**src/rtl/io_port_ctrl_pkg.sv**
```systemverilog
// Shared I/O decode constants and stop-FSM encodings for io_port_ctrl.
package io_port_ctrl_pkg;

  localparam logic [1:0] IO_SEL  = 2'b11;
  localparam logic [2:0] IO_UART = 3'h0;
  localparam logic [2:0] IO_CLK  = 3'h4;

  typedef enum logic [1:0] {
    ST_RUN   = 2'd0,
    ST_DRAIN = 2'd1,
    ST_STOP  = 2'd2
  } stop_state_e;

endpackage

```
**src/rtl/io_tx_fifo.sv**
```systemverilog
// TX byte FIFO: power-of-two depth, naturally wrapping pointers, occupancy count.
module io_tx_fifo #(
  parameter int unsigned DEPTH = 8,
  parameter int unsigned WIDTH = 8,
  localparam int unsigned AW = $clog2(DEPTH),
  localparam int unsigned CW = AW + 1
) (
  input  logic             clk,
  input  logic             rst,
  input  logic             push,
  input  logic             pop,
  input  logic [WIDTH-1:0] din,
  output logic [WIDTH-1:0] dout,
  output logic             full,
  output logic             empty,
  output logic [CW-1:0]    count,
  output logic [CW-1:0]    next_count
);

  logic [WIDTH-1:0] mem [DEPTH];
  logic [AW-1:0]    wr_ptr;
  logic [AW-1:0]    rd_ptr;
  logic             do_push;
  logic             do_pop;

  // A push into a full FIFO is accepted only when a pop frees a slot in the same cycle.
  assign do_pop     = pop & ~empty;
  assign do_push    = push & (~full | do_pop);
  assign next_count = count + CW'(do_push) - CW'(do_pop);
  assign full       = (count == CW'(DEPTH));
  assign empty      = (count == '0);
  assign dout       = mem[rd_ptr];

  always_ff @(posedge clk) begin
    if (rst) begin
      wr_ptr <= '0;
      rd_ptr <= '0;
      count  <= '0;
    end else begin
      if (do_push) wr_ptr <= wr_ptr + AW'(1);
      if (do_pop)  rd_ptr <= rd_ptr + AW'(1);
      count <= next_count;
    end
  end

  always_ff @(posedge clk) begin
    if (do_push) mem[wr_ptr] <= din;
  end

endmodule

```
**src/rtl/io_port_ctrl.sv**
```systemverilog
// Memory-bus splitter behind the cpu: RAM pass-through, UART TX/RX, cycle counter and stop control.
module io_port_ctrl
  import io_port_ctrl_pkg::*;
#(
  parameter int unsigned TX_DEPTH    = 8,
  parameter int unsigned FULL_MARGIN = 2
) (
  input  logic        clk_in,
  input  logic        rst_in,
  input  logic        rdy_in,
  input  logic [31:0] cpu_a,
  input  logic [7:0]  cpu_dout,
  input  logic        cpu_wr,
  output logic [7:0]  cpu_din,
  output logic        io_buffer_full,
  output logic [16:0] ram_a,
  output logic [7:0]  ram_dout,
  output logic        ram_we,
  input  logic [7:0]  ram_din,
  output logic [7:0]  tx_data,
  output logic        tx_valid,
  input  logic        tx_ready,
  input  logic [7:0]  rx_data,
  input  logic        rx_valid,
  output logic        rx_pop,
  output logic        program_stop
);

  localparam int unsigned AW = $clog2(TX_DEPTH);
  localparam int unsigned CW = AW + 1;
  localparam logic [CW-1:0] FULL_LVL = CW'(TX_DEPTH - FULL_MARGIN);

  logic          is_io;
  logic          io_hit;
  logic [2:0]    io_off;
  logic          uart_wr;
  logic          uart_rd;
  logic          clk_wr;
  logic          clk_rd;
  logic          push_req;
  logic          push_ok;
  logic          tx_pop;
  logic          fifo_full;
  logic          fifo_empty;
  logic [CW-1:0] fifo_count;
  logic [CW-1:0] fifo_next_count;
  logic [7:0]    io_rd_c;

  logic          src_q;
  logic [7:0]    io_rd_q;
  logic [31:0]   cnt_q;
  logic [23:0]   snap_q;
  logic          ovf_q;
  stop_state_e   state_q;

  logic          unused_bits;
  assign unused_bits = ^{cpu_a[31:18], fifo_count};

  assign is_io   = (cpu_a[17:16] == IO_SEL);
  assign io_hit  = is_io & (cpu_a[15:3] == '0);
  assign io_off  = cpu_a[2:0];
  assign uart_wr = io_hit &  cpu_wr & (io_off == IO_UART);
  assign uart_rd = io_hit & ~cpu_wr & (io_off == IO_UART);
  assign clk_wr  = io_hit &  cpu_wr & (io_off == IO_CLK);
  assign clk_rd  = io_hit & ~cpu_wr & (io_off == IO_CLK);

  assign ram_a    = cpu_a[16:0];
  assign ram_dout = cpu_dout;
  assign ram_we   = cpu_wr & ~is_io & ~rst_in;

  // src_q resets to the I/O side so cpu_din reads 0 while in reset.
  assign cpu_din = src_q ? io_rd_q : ram_din;

  assign tx_valid = ~fifo_empty;
  assign tx_pop   = tx_valid & tx_ready;
  assign push_req = uart_wr & (cpu_dout != 8'h00) & (state_q == ST_RUN);
  assign push_ok  = push_req & (~fifo_full | tx_pop);
  assign rx_pop   = uart_rd & rx_valid & ~rst_in;

  io_tx_fifo #(
    .DEPTH (TX_DEPTH),
    .WIDTH (8)
  ) u_fifo (
    .clk        (clk_in),
    .rst        (rst_in),
    .push       (push_ok),
    .pop        (tx_pop),
    .din        (cpu_dout),
    .dout       (tx_data),
    .full       (fifo_full),
    .empty      (fifo_empty),
    .count      (fifo_count),
    .next_count (fifo_next_count)
  );

  // I/O read data selection; counter high bytes come from the snapshot for tear-free reads.
  always_comb begin
    io_rd_c = 8'h00;
    if (io_hit && !cpu_wr) begin
      case (io_off)
        IO_UART: io_rd_c = rx_valid ? rx_data : 8'h00;
        IO_CLK:  io_rd_c = cnt_q[7:0];
        3'h5:    io_rd_c = snap_q[7:0];
        3'h6:    io_rd_c = snap_q[15:8];
        3'h7:    io_rd_c = snap_q[23:16];
        default: io_rd_c = 8'h00;
      endcase
    end
  end

  always_ff @(posedge clk_in) begin
    if (rst_in) begin
      src_q          <= 1'b1;
      io_rd_q        <= 8'h00;
      cnt_q          <= 32'h0;
      snap_q         <= 24'h0;
      ovf_q          <= 1'b0;
      io_buffer_full <= 1'b0;
      program_stop   <= 1'b0;
      state_q        <= ST_RUN;
    end else begin
      src_q          <= is_io;
      io_rd_q        <= io_rd_c;
      io_buffer_full <= (fifo_next_count >= FULL_LVL);
      if (rdy_in)              cnt_q  <= cnt_q + 32'd1;
      if (clk_rd)              snap_q <= cnt_q[31:8];
      if (push_req && !push_ok) ovf_q <= 1'b1;

      case (state_q)
        ST_RUN: begin
          if (clk_wr) state_q <= ST_DRAIN;
        end
        ST_DRAIN: begin
          if (fifo_empty) begin
            state_q      <= ST_STOP;
            program_stop <= 1'b1;
          end
        end
        ST_STOP: begin
          program_stop <= 1'b1;
        end
        default: state_q <= ST_RUN;
      endcase
    end
  end

endmodule

```
**config.mk**
```make
export PLATFORM = sky130hd
export DESIGN_NAME = io_port_ctrl
export DESIGN_NICKNAME = d
export VERILOG_FILES = /design/src/rtl/io_port_ctrl_pkg.sv /design/src/rtl/io_tx_fifo.sv /design/src/rtl/io_port_ctrl.sv
export SDC_FILE = /design/constraint.sdc
export NUM_CORES = 1
export LEC_CHECK = 0
export CAP_MARGIN = 5
export CORE_ASPECT_RATIO = 1.25
export CORE_UTILIZATION = 35
export DETAILED_ROUTE_END_ITERATION = 7
export SLEW_MARGIN = 20
export SYNTH_ARGS = -nofsm -noshare
export SYNTH_HDL_FRONTEND = slang
export SYNTH_SLANG_ARGS = --single-unit
```
**constraint.sdc**
```tcl
create_clock -name clk_in -period 5.6 [get_ports clk_in]
set_input_delay 0.56 -clock clk_in [delete_from_list [all_inputs] [get_ports clk_in]]
set_output_delay 0.56 -clock clk_in [all_outputs]
set_load 0.05 [all_outputs]
```
Word level (Yosys, flattened, before mapping)
Memories as Yosys holds them, arrays and structs flattened. A register that Yosys moved wholly into a read port is not among the register bits.
Cells that the tools add are included.
Widths: inputs -> output; s select.

cells by class
  $add $sub $neg = 5
  $lt $le $gt $ge = 1
  eq/ne operators = 10
  mux-type cells = 12
  bitwise logic cells = 26
  reductions and logical operators = 11

operators by type and width
  kind                   count
  $pmux 8 s5             1
  $add 32x1->32 const B  1
  $and 1x1->1            17
  $mux 8                 2
  $logic_not 13->1       1
  $eq 3x3->1 const B     4
  $reduce_bool 8->1      1
  $not 1->1              7
  $add 3x1->3 const B    2
  $mux 3                 2
  $pmux 2 s3             1
  $add 4x1->4            1
  $eq 2x2->1 const B     2
  $eq 4x4->1 const B     1
  $ge 4x3->1 const B     1
  $logic_not 4->1        1
  $mux 2                 2
  $sub 4x1->4            1
  $logic_not 3->1        1
  $mux 1                 3
  $reduce_and 3->1       1
  $eq 2x1->1 const B     1
  $logic_not 2->1        1
  $ne 2x1->1 const B     1
  8 further kinds        9

word-level totals
  bits in registers = 79
  bits in writable memories = 64
  output and inout bits = 46
  memories = 1

memories
  memory      depth  bits a word  read ports  clocked after memory_dff  write ports  line              source
  u_fifo.mem  8      8            1           1                         1            io_tx_fifo.sv:20  logic [WIDTH-1:0] mem [DEPTH];

Logic depth before layout (Yosys ltp)
  depth in word-level cells = 11
  mapped depth = 14

Cells and area by module
A second synthesis with hierarchy kept.

second synthesis, totals
  cell total of the unflattened synthesis = 561
  area total of the unflattened synthesis = 6,681.4 um^2

by module, submodules not included
  module        times used  cells each  area each (um^2)  seq. area each (um^2)
  io_port_ctrl  1           377         3,484.6           1,381.3
  io_tx_fifo    1           184         3,196.8           2,182.1

Worst setup path before layout
Ideal clock, no wire load.

  kind = input-to-output
  start = input port cpu_a[0]
  end = output port rx_pop
  arrival time = 2,998 ps
  slack = 2,042 ps
  stages on the path = 5
  cells stage by stage = clkbuf_1 > nor3_1 > and2_1 > clkbuf_1 > nor4b_1

between the ends
  cells in the longest elaborated chain, start to end = 4

RTL lines
  what                      line                source
  start, declared           io_port_ctrl.sv:11  input logic [31:0] cpu_a,
  $logic_not 3->1           io_port_ctrl.sv:63  assign uart_rd = io_hit & ~cpu_wr & (io_off == IO_UART);
  $and 1x1->1               io_port_ctrl.sv:63
  $and 1x1->1 (2 in a row)  io_port_ctrl.sv:78  assign rx_pop = uart_rd & rx_valid & ~rst_in;
  end, declared             io_port_ctrl.sv:25  output logic rx_pop,

Every way passes these cells.

Worst setup path after layout
Ends and elaborated chain as after synthesis.

==> summary.txt <==
Power
  • Total internal power: approximately 2.1 mW
  • Sequential share of power: 0.410
  • Pwr per Cell Area: around 360 nW/um2
  • Net switching fraction of the power: 0.290
  • Leakage power: between 2 and 3 nW
  • VDD IR max: just over 0.2 mV
  • Clock share of power: 0.389
  • Part of the power in combinational logic: 0.201
  • Net switching power: about 850 uW

Drt
  • Antenna Nets Post-Route: 0
  • DRC Markers: 4
  • Routed via count: approximately 4600
  • DRT Pass-1 Iters: 6
  • DR WL/cell: 17.0 um
  • First DRT Iteration DRCs: 279
  • Vias per cell: approximately 5.3
  • Detailed Route WL: 14800 um

Worst setup path
  • Worst-path cell chain: clkdlybuf4s50_1 > nor3_1 > and2_1 > nor4b_1 > clkdlybuf4s50_1
  • Most numerous cell on the critical path: clkdlybuf4s50_1
  • Crit path kind: primary input to primary output
  • Startpoint type of the worst setup path: primary input
  • Crit-path max FO: 11
  • Worst path slowest cell: clkdlybuf4s50_1
  • Largest stage delay on the critical path: approximately 900 ps
  • Worst Setup End Kind: primary output
  • Arrival @ worst endpoint: between 3000 and 4000 ps
  • WP data required: between 5000 and 6000 ps

Timing
  • Final slew viol count: 0
  • Minimum clock period: slightly below 4000 ps
  • Setup-failing EPs final: 0
  • Max Freq: 253 MHz
  • Headroom to the max-slew limit: 0.410
  • Final Cycle Share: 0.706
  • Clk_skew: ~9.3 ps
  • Tightest Pin Transition: about 880 ps
  • RSZ-0062 raised after global routing: false
  • Fin Setup TNS: 0 ps
  • Final hold viol count: 0
  • Fin worst setup slack: roughly 1600 ps

CTS
  • TritonCTS clock tree: yes
  • CTS Hold Bufs: 0
  • CTS Sinks: 146
  • Maximum clock insertion buffer count: 2
  • Num CTS Buffers: 17
  • H-tree depth: 4
  • Worst-Skew Late Latency: approximately 420 ps
  • # resized after CTS: 0
  • Setup Buffers After CTS: 0
  • Clock-pin slew on the worst setup and hold paths: around 60 ps
  • CTS root buf: clkbuf_16

Die
  • DIE AREA: just under 20000 um2
  • IO Count: around 110
  • DIE HEIGHT: 156 um
  • Placement row count: 56
  • DIE WIDTH: approximately 130 um
  • Core area: ~19000 um2
  • Initial Utilization: 0.357

Status
  • Failing checks: DRC
  • Outcome: finished with violations

Synthesis
  • Seq/Total Area, Yosys: 0.533
  • Synth area leader: edfxtp_1
  • Synth top area cells: edfxtp_1 29%, dfxtp_1 25%, mux4_2 8.1%, mux2_2 3.4%, mux2i_1 3.3%
  • Count leader, synth: dfxtp_1
  • Cells after Synth: between 500 and 600
  • Synth top cells by count: 82 x dfxtp_1, 64 x edfxtp_1, 35 x nor2_1
  • Distinct cells, synth: 45
  • Asr flop ratio synth: 0
  • Post-synth EDFFs: 64
  • Share of the synthesized area in the top cell type: 0.288
  • Mapped cell area: approximately 6700 um2
  • Post-Syn Area per Cell: about 12 um2
  • Syn_nets: between 600 and 700
  • Ys Warns: 0
  • Top_reg_cell synth: dfxtp_1
  • Number of synthesized register bits: about 150

Cells and area
  • Synth-to-Final Area Change: 23.8%
  • Utilization after layout: 0.442
  • Antenna diodes: 0
  • Layout cell share with drive strength beyond 1: 0.175
  • Final net count: approximately 700

Global routing
  • Largest net degree at the start of global routing: 38
  • Vias in the first global route: ~4600
  • All-Layer GR Usage: 0.161
  • Initial antenna violation count: 0
  • GRT Residual Overflow: 0
  • First-pass GRT wire length: roughly 24000 um

Placed design
  • # port buffers: 93
  • Placement Setup Slack: 1640 ps
  • Post-DP HPWL: 10600 um
  • GPL Wtd Cong: 0.777

Run
  • Max-cap check violation count: 0

Worst hold path
  • Worst min path class: flop to flop
## layout make-up
cell class	instances	area [um2]
Inverter	17	63.8
Fill cell	1680	10400
Sequential cell	146	3560
Timing Repair Buffer	105	1020
Tap cell	232	290
Clock inverter	15	170
Clock buffer	17	425
Multi-Input combinational cell	339	2740
## state kept, by name, indices dropped and copies added (netlist names), 2 cells and up, named ones only
signal         flops
state_q            2
snap_q            24
io_rd_q            8
cnt_q             32
u_fifo.mem        64
u_fifo.rd_ptr      3
u_fifo.wr_ptr      3
u_fifo.count       4
## cells by family after synthesis
logic type      share of synthesized area
compound gates                     0.0569
xor+xnor                           0.0197
fa+ha+maj                          0.0199
buf+inv                            0.0586
flops                               0.533
mux                                 0.148
simple gates                        0.164
## critical path, delay by kind of cell
family | cells | cell delay, ps
buffers and inverters | 2 | 1560
and+or+nand+nor | 3 | 1270
## path summary, 6_finish.rpt
kind	from	endpoint	slack [ps]	cells after the start
max	cpu_a[0]	rx_pop	1650	5
min	snap_q[7]	snap_q[7]	480	2
max reg2reg	u_fifo.count[2]	io_buffer_full	2880	12
min reg2reg	snap_q[7]	snap_q[7]	480	2
## cells in the final DEF (no fill, tap or decap), types with 8 or more instances in the layout
master / instances
edfxtp_1: 64
dfxtp_1: 81
a22oi_1: 8
mux2_2: 20
o21ai_0: 10
o31ai_1: 12
or3_1: 9
nand3_1: 13
ha_1: 9
nand2b_1: 29
buf_4: 12
or2_2: 9
mux2i_1: 22
inv_1: 16
a21oi_1: 24
nand2_1: 12
nand4_1: 22
nor3_1: 14
clkdlybuf4s50_1: 92
clkbuf_16: 17
nor2_1: 35
xor2_1: 8
mux4_2: 24
## layer usage
metal | wire length (um) | vias up | track usage
li1 | - | 2202 | -
met1 | 6220 | 2253 | 0.185
met2 | 7780 | 112 | 0.288
met3 | 588 | 13 | 0.0379
met4 | 236 | 0 | 0.0656
met5 | 0 | - | 0
## power by group through the flow
stage,combinational [mW],sequential (mW),clock (mW)
floorplan,0.468,1.19,0
global placement,0.589,1.23,0
detailed placement,0.596,1.23,0
CTS,0.599,1.21,1.17
global route,0.638,1.21,1.22
finish,0.590,1.20,1.14
## metrics by stage
| step | cell area, um2 | cells | hold slack (ps) | total power, mW |
|---|---|---|---|---|
| 2_1_floorplan | 6680 | 561 | 445 | 1.66 |
| 3_3_place_gp | 7670 | 839 | 460 | 1.82 |
| 3_5_place_dp | 7670 | 839 | 461 | 1.83 |
| 4_1_cts | 8270 | 871 | 470 | 2.98 |
| 5_1_grt | 8270 | 871 | 491 | 3.07 |
| 6_report | 8270 | 871 | 475 | 2.94 |
(Power assumes the default switching activity.)
